**src/rtl/dct_block_sequencer_if.sv**
```systemverilog
// Strobe/handshake bundle between dct_block_sequencer and the block buffer, 1-D DCT core and stream ports.
interface dct_block_sequencer_if;
    localparam int unsigned ELEM_W = 6;
    localparam int unsigned LINE_W = 3;

    logic              in_valid;
    logic              in_ready;
    logic [ELEM_W-1:0] buf_addr;
    logic              buf_we;
    logic              out_valid;
    logic              out_ready;
    logic              out_last;
    logic [LINE_W-1:0] vec_idx;
    logic              vec_dir;
    logic              core_start;
    logic              core_done;
    logic              vec_wb;

    modport master (
        input  in_valid, out_ready, core_done,
        output in_ready, buf_addr, buf_we, out_valid, out_last,
               vec_idx, vec_dir, core_start, vec_wb
    );

    modport slave (
        output in_valid, out_ready, core_done,
        input  in_ready, buf_addr, buf_we, out_valid, out_last,
               vec_idx, vec_dir, core_start, vec_wb
    );
endinterface

```
**src/rtl/dct_block_sequencer.sv**
```systemverilog
// Control FSM for one 8x8 2-D DCT: load 64 samples, 8 row + 8 column core passes, drain 64 coefficients.
// Optional core watchdog with sticky err/ERR state: define DCT_CORE_WDT_EN.
module dct_block_sequencer #(
    parameter int unsigned WDT_CYCLES = 64
) (
    input  logic                  clk,
    input  logic                  reset,
    input  logic                  start,
    dct_block_sequencer_if.master dct,
    output logic                  busy,
    output logic                  done,
    output logic                  err
);
    localparam int unsigned       ELEM_W    = 6;
    localparam int unsigned       LINE_W    = 3;
    localparam logic [ELEM_W-1:0] ELEM_LAST = ELEM_W'(63);
    localparam logic [LINE_W-1:0] LINE_LAST = LINE_W'(7);

    typedef enum logic [2:0] {
        S_IDLE      = 3'd0,
        S_LOAD      = 3'd1,
        S_ROW_ISSUE = 3'd2,
        S_ROW_WAIT  = 3'd3,
        S_COL_ISSUE = 3'd4,
        S_COL_WAIT  = 3'd5,
        S_DRAIN     = 3'd6
`ifdef DCT_CORE_WDT_EN
        , S_ERR     = 3'd7
`endif
    } state_t;

    state_t            state, state_nxt;
    logic [ELEM_W-1:0] elem_cnt, elem_nxt;
    logic [LINE_W-1:0] line, line_nxt;
    logic              done_q, done_nxt;

`ifdef DCT_CORE_WDT_EN
    localparam int unsigned      WDT_W    = $clog2(WDT_CYCLES + 1);
    localparam logic [WDT_W-1:0] WDT_LAST = WDT_W'(WDT_CYCLES - 1);
    logic [WDT_W-1:0] wdt, wdt_nxt;
    logic             err_q, err_nxt;
`endif

    // State and counter registers
    always_ff @(posedge clk) begin
        if (!reset) begin
            state    <= S_IDLE;
            elem_cnt <= '0;
            line     <= '0;
            done_q   <= 1'b0;
`ifdef DCT_CORE_WDT_EN
            wdt      <= '0;
            err_q    <= 1'b0;
`endif
        end else begin
            state    <= state_nxt;
            elem_cnt <= elem_nxt;
            line     <= line_nxt;
            done_q   <= done_nxt;
`ifdef DCT_CORE_WDT_EN
            wdt      <= wdt_nxt;
            err_q    <= err_nxt;
`endif
        end
    end

    // Next-state and counter update; counters hold at their terminal value
    always_comb begin
        state_nxt = state;
        elem_nxt  = elem_cnt;
        line_nxt  = line;
        done_nxt  = 1'b0;
`ifdef DCT_CORE_WDT_EN
        wdt_nxt   = wdt;
        err_nxt   = err_q;
`endif
        case (state)
            S_IDLE: begin
                if (start) begin
                    state_nxt = S_LOAD;
                    elem_nxt  = '0;
                end
            end
            S_LOAD: begin
                if (dct.in_valid) begin
                    if (elem_cnt == ELEM_LAST) begin
                        state_nxt = S_ROW_ISSUE;
                        line_nxt  = '0;
                    end else begin
                        elem_nxt = elem_cnt + ELEM_W'(1);
                    end
                end
            end
            S_ROW_ISSUE: begin
                state_nxt = S_ROW_WAIT;
`ifdef DCT_CORE_WDT_EN
                wdt_nxt   = '0;
`endif
            end
            S_COL_ISSUE: begin
                state_nxt = S_COL_WAIT;
`ifdef DCT_CORE_WDT_EN
                wdt_nxt   = '0;
`endif
            end
            S_ROW_WAIT, S_COL_WAIT: begin
                if (dct.core_done) begin
                    if (line == LINE_LAST) begin
                        if (state == S_ROW_WAIT) begin
                            state_nxt = S_COL_ISSUE;
                            line_nxt  = '0;
                        end else begin
                            state_nxt = S_DRAIN;
                            elem_nxt  = '0;
                        end
                    end else begin
                        line_nxt  = line + LINE_W'(1);
                        state_nxt = (state == S_ROW_WAIT) ? S_ROW_ISSUE : S_COL_ISSUE;
                    end
                end
`ifdef DCT_CORE_WDT_EN
                else if (wdt == WDT_LAST) begin
                    state_nxt = S_ERR;
                    err_nxt   = 1'b1;
                end else begin
                    wdt_nxt = wdt + WDT_W'(1);
                end
`endif
            end
            S_DRAIN: begin
                if (dct.out_ready) begin
                    if (elem_cnt == ELEM_LAST) begin
                        state_nxt = S_IDLE;
                        done_nxt  = 1'b1;
                    end else begin
                        elem_nxt = elem_cnt + ELEM_W'(1);
                    end
                end
            end
`ifdef DCT_CORE_WDT_EN
            S_ERR: begin
                if (start) begin
                    state_nxt = S_LOAD;
                    elem_nxt  = '0;
                    err_nxt   = 1'b0;
                end
            end
`endif
            default: state_nxt = S_IDLE;
        endcase
    end

    // Strobes decoded from state and same-cycle handshake inputs
    always_comb begin
        dct.in_ready   = 1'b0;
        dct.buf_we     = 1'b0;
        dct.out_valid  = 1'b0;
        dct.out_last   = 1'b0;
        dct.core_start = 1'b0;
        dct.vec_dir    = 1'b0;
        dct.vec_wb     = 1'b0;
        busy           = (state != S_IDLE);
        case (state)
            S_LOAD: begin
                dct.in_ready = 1'b1;
                dct.buf_we   = dct.in_valid;
            end
            S_ROW_ISSUE: dct.core_start = 1'b1;
            S_ROW_WAIT:  dct.vec_wb     = dct.core_done;
            S_COL_ISSUE: begin
                dct.core_start = 1'b1;
                dct.vec_dir    = 1'b1;
            end
            S_COL_WAIT: begin
                dct.vec_wb  = dct.core_done;
                dct.vec_dir = 1'b1;
            end
            S_DRAIN: begin
                dct.out_valid = 1'b1;
                dct.out_last  = (elem_cnt == ELEM_LAST);
            end
            default: ;
        endcase
    end

    assign dct.buf_addr = elem_cnt;
    assign dct.vec_idx  = line;
    assign done         = done_q;
`ifdef DCT_CORE_WDT_EN
    assign err          = err_q;
`else
    assign err          = 1'b0;
`endif
endmodule

```
**src/flat_wrapper.sv**
```systemverilog
// flat-port wrapper written by rule: the top's interface ports become plain ports
module dct_block_sequencer_flat 
#(
    parameter int unsigned WDT_CYCLES = 64
)
  (clk, reset, start, busy, done, err, dct_in_valid, dct_out_ready, dct_core_done, dct_in_ready, dct_buf_addr, dct_buf_we, dct_out_valid, dct_out_last, dct_vec_idx, dct_vec_dir, dct_core_start, dct_vec_wb);
  dct_block_sequencer_if dct_i ();
  input  logic clk;
  input  logic reset;
  input  logic start;
  output logic busy;
  output logic done;
  output logic err;
  input wire logic [$bits(dct_i.in_valid)-1:0] dct_in_valid;
  input wire logic [$bits(dct_i.out_ready)-1:0] dct_out_ready;
  input wire logic [$bits(dct_i.core_done)-1:0] dct_core_done;
  output wire logic [$bits(dct_i.in_ready)-1:0] dct_in_ready;
  output wire logic [$bits(dct_i.buf_addr)-1:0] dct_buf_addr;
  output wire logic [$bits(dct_i.buf_we)-1:0] dct_buf_we;
  output wire logic [$bits(dct_i.out_valid)-1:0] dct_out_valid;
  output wire logic [$bits(dct_i.out_last)-1:0] dct_out_last;
  output wire logic [$bits(dct_i.vec_idx)-1:0] dct_vec_idx;
  output wire logic [$bits(dct_i.vec_dir)-1:0] dct_vec_dir;
  output wire logic [$bits(dct_i.core_start)-1:0] dct_core_start;
  output wire logic [$bits(dct_i.vec_wb)-1:0] dct_vec_wb;
  assign dct_i.in_valid = dct_in_valid;
  assign dct_i.out_ready = dct_out_ready;
  assign dct_i.core_done = dct_core_done;
  assign dct_in_ready = dct_i.in_ready;
  assign dct_buf_addr = dct_i.buf_addr;
  assign dct_buf_we = dct_i.buf_we;
  assign dct_out_valid = dct_i.out_valid;
  assign dct_out_last = dct_i.out_last;
  assign dct_vec_idx = dct_i.vec_idx;
  assign dct_vec_dir = dct_i.vec_dir;
  assign dct_core_start = dct_i.core_start;
  assign dct_vec_wb = dct_i.vec_wb;
  dct_block_sequencer #(.WDT_CYCLES(WDT_CYCLES)) u_core (.clk(clk), .reset(reset), .start(start), .dct(dct_i), .busy(busy), .done(done), .err(err));
endmodule
```
**config.mk**
```make
export PLATFORM = sky130hd
export DESIGN_NAME = dct_block_sequencer_flat
export DESIGN_NICKNAME = d
export VERILOG_FILES = /design/src/rtl/dct_block_sequencer_if.sv /design/src/rtl/dct_block_sequencer.sv /design/src/flat_wrapper.sv
export SDC_FILE = /design/constraint.sdc
export NUM_CORES = 1
export LEC_CHECK = 0
export ABC_AREA = 1
export CAP_MARGIN = 20
export CORE_MARGIN = 4
export CORE_UTILIZATION = 47
export CTS_CLUSTER_SIZE = 40
export DETAILED_ROUTE_END_ITERATION = 8
export PLACE_DENSITY = 0.78
export SLEW_MARGIN = 0
export SYNTH_ARGS = -nofsm -noshare
export SYNTH_HDL_FRONTEND = slang
export SYNTH_SLANG_ARGS = --single-unit
```
**constraint.sdc**
```tcl
create_clock -name clk -period 1.58 [get_ports clk]
set_input_delay 0.316 -clock clk [delete_from_list [all_inputs] [get_ports clk]]
set_output_delay 0.316 -clock clk [all_outputs]
set_load 0.05 [all_outputs]
```
==> summary.txt <==
Placement
  – Pre-CTS WS: -0.118 ns
  – Dpl hpwl: 1.81 mm
  – PortBufs: 23
  – Final Wtd Congestion: 0.818

Logic synthesis
  – Gate Count Post-Synth: 152
  – Adder-cell share of the synthesized area: 4.16%
  – Synth Area in Simple Gates: 45.2%
  – Mapped Area: 903 sq um
  – Yosys cell types: 23
  – Total nets after synthesis: 161
  – Count of yosys warnings during synthesis: 0
  – Largest family of logic cells by synthesized area: simple AND/OR/NAND/NOR gates
  – Post-Syn Area per Cell: 5.94 sq um
  – XOR/XNOR Fraction of Synth Area: 0.970%
  – Yosys reg bits: 13
  – Mux contribution to synthesized area: 0%
  – Part of the Yosys area used for sequential elements: 28.8%
  – Synth Area in Compound Gates: 8.17%

Setup path
  – FF-to-FF setup slack: -0.03 ns
  – Critical Path Sink Type: primary output
  – CP startpoint kind: flip-flop
  – CP Buf/Inv Count: 2
  – CP required: 1.26 ns
  – Most frequent CP cell: nor2_4
  – CP max stage delay: 0.38 ns
  – CP arrival: 1.36 ns
  – Family with the most delay on the worst path: flip-flops
  – WS Path Type: reg -> out
  – Crit-path cells: ha_4, nand3_4, nor2_4, inv_2, nor2_4, buf_12
  – Slowest CP cell: dfxtp_4
  – Worst Path Max Fanout: 3

Floorplan
  – Initial core utilization: 50.7%
  – Top Ports: 25
  – Core area: 1780 sq um
  – FP Rows: 15
  – Die W: 51.8 microns
  – Die Ht: 51.8 microns
  – Die area: 2690 sq um

Timing
  – Setup ws final: -0.0991 ns
  – Max-slew violations: 0
  – Final TNS setup: -0.129 ns
  – Setup violators final: 2
  – RSZ-0062 raised after global routing: yes
  – Final Critical Period: 1.68 ns
  – Final period utilization: 106%
  – Clk_skew: 0.00947 ns
  – Peak Freq: 0.596 GHz
  – Hold Vio Cnt, Final: 0

Route
  – Drt pass-1 iters: 6
  – Post-DRT Antenna Nets: 0
  – Via Count: 1,250
  – Vias/cell: 5.71
  – Initial DRC Count: 52
  – Final wirelength: 3.44 mm
  – DRC viols: 0
  – Routed len/inst: 15.7 microns

Global routing
  – Largest net degree at the start of global routing: 13
  – First-pass GRT wire length: 4.74 mm
  – Final global-route overflow total: 0
  – Overall Global Routing Usage: 23.5%
  – Vias in the first global route: 1,109
  – Initial antenna violation count: 0

Final layout
  – Area Growth Syn to Fin: 78.1%
  – Share of cells above drive strength 1: 41.2%
  – Nets: 204
  – Antenna diodes: 0

Clock network
  – CTS tree: done
  – Clk slew on worst S/H paths: 0.09 ns
  – H-tree level count: 1
  – Worst skew pair latency: 0.28 ns
  – Clk root buf: clkbuf_4
  – CTS buffer count: 3
  – CTS max path bufs: 2
  – Sink Count: 13

Outcome
  – Status: finished with violations
  – Violated checks: setup timing

Pwr
  – Leakage: 0.000767 uW
  – Pwr Density: 1810 nW/um^2
  – Peak supply drop: 0.00161 V

Flow run
  – Max-cap violations: 0

Min path
  – Hold Crit Class: reg -> reg
-- what timing repair did --
item / CTS / global route
setup endpoints to repair: 7 / 15
pin swaps: 5 / 14
buffers inserted: 3 / 6
hold buffers: 0 / 0
resized for setup: 15 / 24
-- worst reg2reg max path, cell delays in order, from the launching register on --
cell and delay (ns):
dfxtp_4 0.40, nor2_4 0.17, buf_4 0.17, nor2_4 0.05
nor2_1 0.12, nand3_1 0.13, nor2_4 0.20, nand2_1 0.11
nand2_1 0.09, nor2_1 0.06
-- cell usage in the layout, fill, tap and decap left out --
cell type / instances
nand2_1: 34
nor2_1: 29
buf_4: 20
inv_1: 16
buf_12: 15
nand3_1: 8
dfxtp_2: 8
nor2_4: 7
nand2_2: 5
clkdlybuf4s50_1: 5
inv_2: 4
nand4_1: 4
dfxtp_4: 4
nand3_4: 3
nor2_2: 3
o21ai_1: 3
o21ai_0: 3
clkbuf_4: 3
nand2_4: 2
a21oi_1: 2
a21o_1: 2
ha_4: 2
inv_4: 1
a21oi_2: 1
and3_1: 1
xor2_1: 1
or2_0: 1
a31oi_1: 1
o211ai_1: 1
ha_2: 1
conb_1: 1
clkbuf_1: 1
buf_6: 1
dfxtp_1: 1
-- stage by stage --
| step | cells | cell area [sq um] | power [uW] | hold WS [ns] | util, % |
|---|---|---|---|---|---|
| 3_5_place_dp | 206 | 1390 | 2340 | 0.499 | 77.9 |
| 3_3_place_gp | 206 | 1390 | 2300 | 0.480 | 77.9 |
| 4_1_cts | 213 | 1490 | 2650 | 0.518 | 83.6 |
| 6_report | 219 | 1610 | 2910 | 0.509 | 90.2 |
| 2_1_floorplan | 152 | 950 | 1670 | 0.440 | - |
| 5_1_grt | 219 | 1610 | 3090 | 0.547 | 90.2 |
-- routing by layer --
metal	routed length (microns)	track usage, %
met5	0	0
met2	1650	41.2
met3	292	5.44
met1	1290	25.8
met4	201	12.7
-- power by group --
| group | internal (uW) | switching [uW] | total (uW) |
|---|---|---|---|
| Clock | 97.9 | 121 | 219 |
| Sequential | 441 | 149 | 590 |
| Combinational | 834 | 1270 | 2100 |
| Total | 1370 | 1540 | 2910 |
-- cell families after synthesis --
family | Yosys count
flops | 13
other cells | 1
xor+xnor | 1
compound gates | 13
fa+ha+maj | 3
simple gates | 97
buf+inv | 24
-- state kept, by name (all words and copies together), names as in the netlist --
signal / flops
u_core.state: 3
u_core.dct.vec_idx: 3
u_core.done: 1
u_core.dct.buf_addr: 6
-- final timing paths --
kind                               start                endpoint  cells past startpoint
hold / removal     u_core.dct.vec_idx[1]   u_core.dct.vec_idx[1]                      2
setup / recovery  u_core.dct.buf_addr[0]            dct_out_last                      6
hold reg to reg    u_core.dct.vec_idx[1]   u_core.dct.vec_idx[1]                      2
setup reg to reg         u_core.state[2]  u_core.dct.buf_addr[0]                      9
-- cell usage after synthesis --
| cell | n | area share (%) |
|---|---|---|
| conb_1 | 1 | 0.42 |
| o21ai_0 | 6 | 3.3 |
| and3_1 | 1 | 0.69 |
| or2_0 | 1 | 0.69 |
| nor2_2 | 2 | 1.4 |
| xor2_1 | 1 | 0.97 |
| ha_1 | 3 | 4.2 |
| nor2_1 | 36 | 15 |
| o211ai_1 | 1 | 0.83 |
| inv_2 | 1 | 0.42 |
| inv_1 | 20 | 8.3 |
| a21o_1 | 2 | 1.7 |
| nand4_1 | 4 | 2.8 |
| buf_4 | 1 | 0.83 |
| nor2_4 | 1 | 1.2 |
| nand2_2 | 1 | 0.69 |
| buf_6 | 1 | 1.2 |
| dfxtp_1 | 13 | 29 |
| a31oi_1 | 1 | 0.69 |
| nand2_1 | 40 | 17 |
| clkbuf_8 | 1 | 1.5 |
| a21oi_1 | 3 | 1.7 |
| nand3_1 | 11 | 6.1 |
-- area by class of cell --
| cell class | instances | area (sq um) |
|---|---|---|
| multi-input cells | 115 | 673 |
| repair buffers | 41 | 512 |
| flip-flops and latches | 13 | 285 |
| fillers | 74 | 174 |
| inverters | 21 | 81.3 |
| well taps | 25 | 31.3 |
| clock buffers | 4 | 26.3 |
Note: power is estimated with default switching activity, not from simulation.
